<file path="src/rtl/ip_packet_rx.sv">
// rtl/ip_packet_rx.sv - Ethernet/IPv4 receive parser and filter for accelerator messages
//
// Parses the fixed 60-byte Ethernet+IPv4 frame produced by the accelerator TX
// path. It checks the destination address, the type fields and the header
// checksum. For an accepted frame it presents the sender's IP/MAC and the
// 10-bit message on a valid/ready handshake.
//
// Ports:
//   ACLK                    in   1  clock, rising edge
//   ARESET                  in   1  asynchronous active-low reset
//   ACCELERATOR_IP_ADDRESS  in  32  local IP, must equal frame dst IP
//   ACCELERATOR_MAC_ADDRESS in  48  local MAC, frame dst MAC must match or be broadcast
//   MAC_DATA_IN             in   8  RX byte
//   MAC_DATA_VALID          in   1  RX byte valid
//   MAC_DATA_READY          out  1  RX byte accepted on VALID & READY
//   MAC_DATA_LAST           in   1  last byte of frame
//   MAC_DATA_TUSER          in   1  MAC error flag, meaningful with LAST only
//   SENDER_IP_ADDRESS       out 32  src IP of accepted frame
//   SENDER_MAC_ADDRESS      out 48  src MAC of accepted frame
//   RECEIVED_MESSAGE        out 10  message of accepted frame
//   MESSAGE_VALID           out  1  message outputs valid, held until MESSAGE_READY
//   MESSAGE_READY           in   1  accelerator consumes message
//   RX_DROP                 out  1  one-cycle pulse, frame rejected
module ip_packet_rx #(
   parameter logic [15:0] ETH_TYPE    = 16'h8000,
   parameter logic [7:0]  IP_PROTOCOL = 8'h04,
   parameter logic [15:0] IP_LENGTH   = 16'd46,
   parameter int          FRAME_BYTES = 60
) (
   input  logic        ACLK,
   input  logic        ARESET,
   input  logic [31:0] ACCELERATOR_IP_ADDRESS,
   input  logic [47:0] ACCELERATOR_MAC_ADDRESS,
   input  logic [7:0]  MAC_DATA_IN,
   input  logic        MAC_DATA_VALID,
   output logic        MAC_DATA_READY,
   input  logic        MAC_DATA_LAST,
   input  logic        MAC_DATA_TUSER,
   output logic [31:0] SENDER_IP_ADDRESS,
   output logic [47:0] SENDER_MAC_ADDRESS,
   output logic [9:0]  RECEIVED_MESSAGE,
   output logic        MESSAGE_VALID,
   input  logic        MESSAGE_READY,
   output logic        RX_DROP
);

   localparam logic [5:0] LAST_IDX = 6'(FRAME_BYTES - 1);

   typedef enum logic [2:0] {
      S_IDLE,
      S_HEADER,
      S_DATA,
      S_DISCARD,
      S_HOLD
   } state_t;

   state_t      r_state;
   state_t      w_next;

   logic        r_ready;
   logic        r_drop;
   logic        r_valid;
   logic [5:0]  r_cnt;
   logic        r_err;
   logic        r_mac_uc;
   logic        r_mac_bc;
   logic [7:0]  r_hi;
   logic [15:0] r_sum;
   logic [47:0] r_src_mac;
   logic [31:0] r_src_ip;
   logic [9:0]  r_msg;
   logic [31:0] r_out_ip;
   logic [47:0] r_out_mac;
   logic [9:0]  r_out_msg;

   logic        w_beat;
   logic        w_rx;
   logic [5:0]  w_idx;
   logic [47:0] w_mac_sh;
   logic [31:0] w_ip_sh;
   logic [1:0]  w_ip_off;
   logic        w_dmac_hit;
   logic        w_dmac_bc;
   logic        w_field_bad;
   logic [15:0] w_word;
   logic [16:0] w_sum_full;
   logic [15:0] w_sum_next;
   logic        w_frame_ok;
   logic        w_drop;
   logic        w_accept;

   assign w_beat = MAC_DATA_VALID & r_ready;
   // Field parsing only while a frame is being mapped; DISCARD just drains.
   assign w_rx   = w_beat & ((r_state == S_IDLE) | (r_state == S_HEADER) | (r_state == S_DATA));
   // The IDLE beat is byte 0 of the frame.
   assign w_idx  = (r_state == S_IDLE) ? 6'd0 : r_cnt;

   // Address bytes arrive least-significant byte first.
   assign w_mac_sh   = ACCELERATOR_MAC_ADDRESS >> {w_idx[2:0], 3'b000};
   assign w_ip_off   = w_idx[1:0] - 2'd2;  // bytes 30..33 -> 0..3
   assign w_ip_sh    = ACCELERATOR_IP_ADDRESS >> {w_ip_off, 3'b000};
   assign w_dmac_hit = (MAC_DATA_IN == w_mac_sh[7:0]);
   assign w_dmac_bc  = (MAC_DATA_IN == 8'hFF);

   // The IP address fields arrive low byte first, so their checksum words are
   // reassembled byte-swapped to obtain the numeric 16-bit halves.
   assign w_word     = (w_idx >= 6'd27) ? {MAC_DATA_IN, r_hi} : {r_hi, MAC_DATA_IN};
   assign w_sum_full = {1'b0, r_sum} + {1'b0, w_word};
   assign w_sum_next = w_sum_full[15:0] + {15'd0, w_sum_full[16]};

   assign w_frame_ok = (r_mac_uc | r_mac_bc) & ~r_err & (r_sum == 16'hFFFF) & ~MAC_DATA_TUSER;

   always_comb begin
      w_field_bad = 1'b0;
      case (w_idx)
         6'd12:                     w_field_bad = (MAC_DATA_IN != ETH_TYPE[15:8]);
         6'd13:                     w_field_bad = (MAC_DATA_IN != ETH_TYPE[7:0]);
         6'd14:                     w_field_bad = (MAC_DATA_IN != 8'h45);
         6'd16:                     w_field_bad = (MAC_DATA_IN != IP_LENGTH[15:8]);
         6'd17:                     w_field_bad = (MAC_DATA_IN != IP_LENGTH[7:0]);
         6'd23:                     w_field_bad = (MAC_DATA_IN != IP_PROTOCOL);
         6'd30, 6'd31, 6'd32, 6'd33: w_field_bad = (MAC_DATA_IN != w_ip_sh[7:0]);
         default:                   w_field_bad = 1'b0;
      endcase
   end

   always_ff @(posedge ACLK or negedge ARESET) begin
      if (!ARESET) begin
         r_state <= S_IDLE;
      end else begin
         r_state <= w_next;
      end
   end

   always_comb begin
      w_next   = r_state;
      w_drop   = 1'b0;
      w_accept = 1'b0;
      case (r_state)
         S_IDLE: begin
            if (w_beat) begin
               if (MAC_DATA_LAST) begin
                  w_drop = 1'b1;
               end else begin
                  w_next = S_HEADER;
               end
            end
         end
         S_HEADER, S_DATA: begin
            if (w_beat) begin
               if (r_cnt == LAST_IDX) begin
                  if (!MAC_DATA_LAST) begin
                     w_next = S_DISCARD;
                  end else if (w_frame_ok) begin
                     w_next   = S_HOLD;
                     w_accept = 1'b1;
                  end else begin
                     w_next = S_IDLE;
                     w_drop = 1'b1;
                  end
               end else if (MAC_DATA_LAST) begin
                  w_next = S_IDLE;
                  w_drop = 1'b1;
               end else if (r_cnt >= 6'd33) begin
                  w_next = S_DATA;
               end else begin
                  w_next = S_HEADER;
               end
            end
         end
         S_DISCARD: begin
            if (w_beat && MAC_DATA_LAST) begin
               w_next = S_IDLE;
               w_drop = 1'b1;
            end
         end
         S_HOLD: begin
            // MESSAGE_VALID is always high in HOLD.
            if (MESSAGE_READY) begin
               w_next = S_IDLE;
            end
         end
         default: w_next = S_IDLE;
      endcase
   end

   always_ff @(posedge ACLK or negedge ARESET) begin
      if (!ARESET) begin
         r_ready   <= 1'b0;
         r_drop    <= 1'b0;
         r_valid   <= 1'b0;
         r_cnt     <= 6'd0;
         r_err     <= 1'b0;
         r_mac_uc  <= 1'b0;
         r_mac_bc  <= 1'b0;
         r_hi      <= 8'd0;
         r_sum     <= 16'd0;
         r_src_mac <= 48'd0;
         r_src_ip  <= 32'd0;
         r_msg     <= 10'd0;
         r_out_ip  <= 32'd0;
         r_out_mac <= 48'd0;
         r_out_msg <= 10'd0;
      end else begin
         r_ready <= (w_next != S_HOLD);
         r_drop  <= w_drop;

         if (w_accept) begin
            r_valid   <= 1'b1;
            r_out_ip  <= r_src_ip;
            r_out_mac <= r_src_mac;
            r_out_msg <= r_msg;
         end else if ((r_state == S_HOLD) && MESSAGE_READY) begin
            r_valid <= 1'b0;
         end

         if (w_rx) begin
            r_cnt <= w_idx + 6'd1;
            if (w_idx == 6'd0) begin
               r_err    <= 1'b0;
               r_sum    <= 16'd0;
               r_mac_uc <= w_dmac_hit;
               r_mac_bc <= w_dmac_bc;
            end else begin
               if (w_idx <= 6'd5) begin
                  r_mac_uc <= r_mac_uc & w_dmac_hit;
                  r_mac_bc <= r_mac_bc & w_dmac_bc;
               end
               if (w_field_bad) begin
                  r_err <= 1'b1;
               end
               if ((w_idx >= 6'd15) && (w_idx <= 6'd33) && w_idx[0]) begin
                  r_sum <= w_sum_next;
               end
            end
            if (!w_idx[0]) begin
               r_hi <= MAC_DATA_IN;
            end
            // Shift in from the top so the first byte lands in bits [7:0].
            if ((w_idx >= 6'd6) && (w_idx <= 6'd11)) begin
               r_src_mac <= {MAC_DATA_IN, r_src_mac[47:8]};
            end
            if ((w_idx >= 6'd26) && (w_idx <= 6'd29)) begin
               r_src_ip <= {MAC_DATA_IN, r_src_ip[31:8]};
            end
            if (w_idx == 6'd34) begin
               r_msg[9:8] <= MAC_DATA_IN[1:0];
            end
            if (w_idx == 6'd35) begin
               r_msg[7:0] <= MAC_DATA_IN;
            end
         end
      end
   end

   assign MAC_DATA_READY     = r_ready;
   assign RX_DROP            = r_drop;
   assign MESSAGE_VALID      = r_valid;
   assign SENDER_IP_ADDRESS  = r_out_ip;
   assign SENDER_MAC_ADDRESS = r_out_mac;
   assign RECEIVED_MESSAGE   = r_out_msg;

endmodule

</file>
<file path="config.mk">
export PLATFORM = sky130hd
export DESIGN_NAME = ip_packet_rx
export DESIGN_NICKNAME = d
export VERILOG_FILES = /design/src/rtl/ip_packet_rx.sv
export SDC_FILE = /design/constraint.sdc
export NUM_CORES = 1
export LEC_CHECK = 0
export CORE_MARGIN = 2
export CORE_UTILIZATION = 54
export CTS_CLUSTER_DIAMETER = 40
export DETAILED_ROUTE_END_ITERATION = 10
export PLACE_DENSITY_LB_ADDON = 0.15
export SYNTH_ARGS = -nofsm -noshare
export SYNTH_HDL_FRONTEND = slang
export SYNTH_SLANG_ARGS = --single-unit
</file>
<file path="constraint.sdc">
create_clock -name ACLK -period 7.4 [get_ports ACLK]
set_input_delay 1.48 -clock ACLK [delete_from_list [all_inputs] [get_ports ACLK]]
set_output_delay 1.48 -clock ACLK [all_outputs]
set_load 0.05 [all_outputs]
</file>
==> results of run 1 <==
worst register-to-register path, delay by kind of cell (launching register included):
family,cells,cell delay (ns)
flops,1,0.50
fa+ha+maj,4,1.03
buf+inv,2,0.32
mux,1,0.25
compound gates,9,1.62
simple gates,12,2.64
routing by layer:
metal / GRT usage (%) / vias up / part of all wire, %
li1: - / 4221 / -
met1: 35.5 / 4247 / 45
met2: 42.4 / 256 / 48
met3: 3.83 / 46 / 5.2
met4: 6.59 / 0 / 2.2
met5: 0 / - / 0
per-stage QoR:
stage	area (µm²)	setup slack, ns	power, mW	hold slack (ns)	util, %
final	14200	0.937	3.77	0.461	70.0
after detailed placement	13200	1.00	2.37	0.454	65.1
after global routing	14200	0.331	3.97	0.485	70.0
after CTS	14200	0.990	3.79	0.465	70.0
after global placement	13200	1.13	2.35	0.448	65.1
after floorplan	11100	1.37	2.10	0.441	-
power by group through the flow:
stage	sequential, mW	combinational, mW	clock (mW)
final	1.48	0.878	1.41
after global routing	1.50	0.970	1.49
after CTS	1.48	0.879	1.43
after detailed placement	1.50	0.873	0
after global placement	1.49	0.861	0
after floorplan	1.42	0.676	0
cell usage after synthesis (3+ instances only):
| cell | count |
|---|---|
| nor2b_1 | 7 |
| nand3_1 | 17 |
| o22ai_1 | 22 |
| nand4b_1 | 3 |
| nand3b_1 | 3 |
| or3_1 | 7 |
| o211a_1 | 3 |
| a21oi_1 | 37 |
| a31oi_1 | 12 |
| xnor2_1 | 21 |
| xor2_1 | 11 |
| a211oi_1 | 3 |
| nor4_1 | 9 |
| or2_2 | 3 |
| mux2_2 | 119 |
| ha_1 | 25 |
| a22o_1 | 3 |
| buf_2 | 7 |
| inv_1 | 20 |
| a21o_1 | 5 |
| dfrtp_1 | 219 |
| and2_1 | 4 |
| nand2b_1 | 5 |
| mux2i_1 | 29 |
| nand4_1 | 11 |
| nand2_1 | 311 |
| and3_1 | 6 |
| o21bai_1 | 3 |
| o21ai_0 | 24 |
| o31ai_1 | 6 |
| o21ai_1 | 6 |
| nor2_1 | 48 |
| o211ai_1 | 6 |
| clkbuf_1 | 50 |
| nor3_1 | 12 |
| buf_1 | 4 |
state kept, by name, indices dropped and copies added, names as in the netlist, 3 cells and up:
signal,cells
r_msg,10
SENDER_MAC_ADDRESS,48
r_cnt,6
r_src_ip,32
r_state,3
r_hi,8
r_src_mac,48
SENDER_IP_ADDRESS,32
RECEIVED_MESSAGE,10
r_sum,16
worst min path at each step:
stage | start | to | cells past startpoint
after global placement | SENDER_IP_ADDRESS[3] | SENDER_IP_ADDRESS[3] | 2
after floorplan | r_msg[9] | RECEIVED_MESSAGE[9] | 2
after global routing | SENDER_IP_ADDRESS[5] | SENDER_IP_ADDRESS[5] | 2
after CTS | r_src_ip[7] | SENDER_IP_ADDRESS[7] | 2
final | SENDER_IP_ADDRESS[5] | SENDER_IP_ADDRESS[5] | 2
after detailed placement | r_src_ip[7] | SENDER_IP_ADDRESS[7] | 2
cell type report:
cell class	instances	area, µm²
flip-flops and latches	219	5480
clock inverters	14	191
multi-input cells	820	5300
fillers	1523	6070
clock buffers	38	800
well taps	270	338
inverters	21	81.3
repair buffers	201	1980
kinds of logic (layout without fill, tap and decap cells):
family,count (synthesis),in the layout
buffers and inverters,86,274
multiplexers,150,150
AO/OA/AOI/OAI,154,154
flip-flops,219,219
XOR/XNOR,33,33
adder cells (fa/ha/maj),26,26
AND/OR/NAND/NOR,457,457
==> summary.md, run 1 <==
| Metric | Value |
|---|---|
| Syn avg cell area | 9.90 µm² |
| CTS H-Tree Depth | 1 |
| Area grow syn2layout | 27.3% |
| RR Startpoint | r_state[1] |
| Pwr per Cell Area | 266 mW/mm² |
| Vias post-DR | 8770 |
| First-pass GRT wire length | 45200 µm |
| Max-slew violations | 0 |
| Worst-margin pin slew | 1.10 ns |
| Worst-Skew Late Latency | 0.53 ns |
| Synth cell types | 69 |
| Placer Congestion | 0.899 |
| Layout Nets | 1412 |
| Drt wl/cell | 17.1 µm |
| DIE WIDTH | 148 µm |
| Most common flop cell mapped by yosys | dfrtp_1 |
| Worst path depth | 28 |
| Gr ovfl total | 0 |
| Highest Clock Rate | 0.155 GHz |
| Finish-stage setup viols | 0 |
| Max Cap Viol | 0 |
| Number of gates resized after cts | 0 |
| Io pins | 187 |
| Largest family of logic cells by synthesized area | simple AND/OR/NAND/NOR gates |
| Critical path buffer and inverter count | 2 |
| Min cycle time layout | 6.46 ns |
| # hold bufs at CTS | 0 |
| VDD IR max | 139 µV |
| FF-to-FF path depth | 28 |
| Die height | 148 µm |
| Initial Utilization | 55.0% |
| Drt total wl | 27100 µm |
| Worst Skew | 0.0193 ns |
| Number of synthesized flops with an enable pin | 0 |
| Final Hold Fails | 0 |
| Synth top area cells | dfrtp_1 49%, mux2_2 12%, nand2_1 10%, ha_1 2.8%, mux2i_1 2.6% |
| Post-Syn Area | 0.0111 mm² |
| CP Launch Type | register |
| Tcrit/Tclk final | 87.3% |
| Syn_nets | 1245 |
| Synth Area in Compound Gates | 9.22% |
| Number of diodes | 0 |
| Dominant cell type by area after synthesis | dfrtp_1 |
| RR Endpoint | r_sum[15] |
| Critical path's most frequent cell | a21oi_1 |
| R2r setup slk | 0.94 ns |
| Largest net degree at the start of global routing | 144 |
| Hold Path Class | reg2reg |
| YS warnings | 0 |
| Die area | 0.0218 mm² |
| CTS Buf Count | 29 |
| Clock transition at path regs | 0.05 ns |
| Crit path to | r_sum[15] |
| Crit Path Class | reg2reg |
| Synth Area in Adders | 2.99% |
| Worst rel slew slack | 26.9% |
| Port Buf Inserts | 186 |
| Core Footprint | 0.0202 mm² |
| Vias in the first global route | 8730 |
| Antenna violations before repair | 0 |
| Post-synthesis mux area share | 14.8% |
| # DRC | 0 |
| Most common cell after layout, fill and taps aside | nand2_1 |
| Status | finished, final reports clean |
| Via-to-Cell Ratio | 5.54 |
| Area share of xor/xnor cells in the synthesized design | 2.66% |
| TritonCTS clock tree | yes |
| Commonest non-fill, non-tap cells in the layout | 311 x nand2_1, 219 x dfrtp_1, 185 x clkdlybuf4s50_1, 119 x mux2_2, 47 x nor2_1 |
| Post-synthesis register bit count | 219 |
| Worst path slowest cell | dfrtp_1 |
| Root Driver | clkbuf_16 |
| Clock Path Buffers | 3 |
| WP data required | 7.81 ns |
| Sequential area share after synthesis | 49.2% |
| Postcts setup bufs | 0 |
| Share of post-route cells with drive strength above 1 | 15.3% |
| Detailed router's first-iteration violation count | 481 |
| Dpl cells | 1531 |
| Comb pwr share | 23.3% |
| Asr flop ratio synth | 100% |
| Critical Path Sink Type | register |
| Gate Count Post-Synth | 1125 |
| CP peak stage delay | 0.50 ns |
| Clock power frac | 37.3% |
| CTS sink count | 219 |
| Sw Pwr | 1.15 mW |
| Post-synthesis simple-gate area fraction | 17.8% |
| Tot GR Track Use | 25.5% |
| Delay-heaviest family, CP | simple AND/OR/NAND/NOR gates |
| Part of the power in registers | 39.3% |
| Switching Share | 30.5% |
| Leakage | 6.88 nW |
| Post-Layout Cell Count | 1583 |
| Setup TNS | 0 ns |
| Int Pwr | 2.62 mW |
| CP Launch Point | r_state[1] |
| Post-synth top area share | 49.2% |
| Crit path DAT | 6.87 ns |
| Core Rows | 52 |
| RSZ-0062 raised after global routing | false |
| Critical Path Fanout Max | 32 |
| Final ANT Viol Nets | 0 |
| Detailed Place HPWL | 18700 µm |
| Drt pass-1 iters | 5 |
Note: power is estimated with default switching activity, not from simulation.
==> run 2, diff against run 1 <==
SETUP_SLACK_MARGIN = 0.3   (was default)
==> results of run 2 <==
Final layout, timing and power as in run 1 (identical DEF).
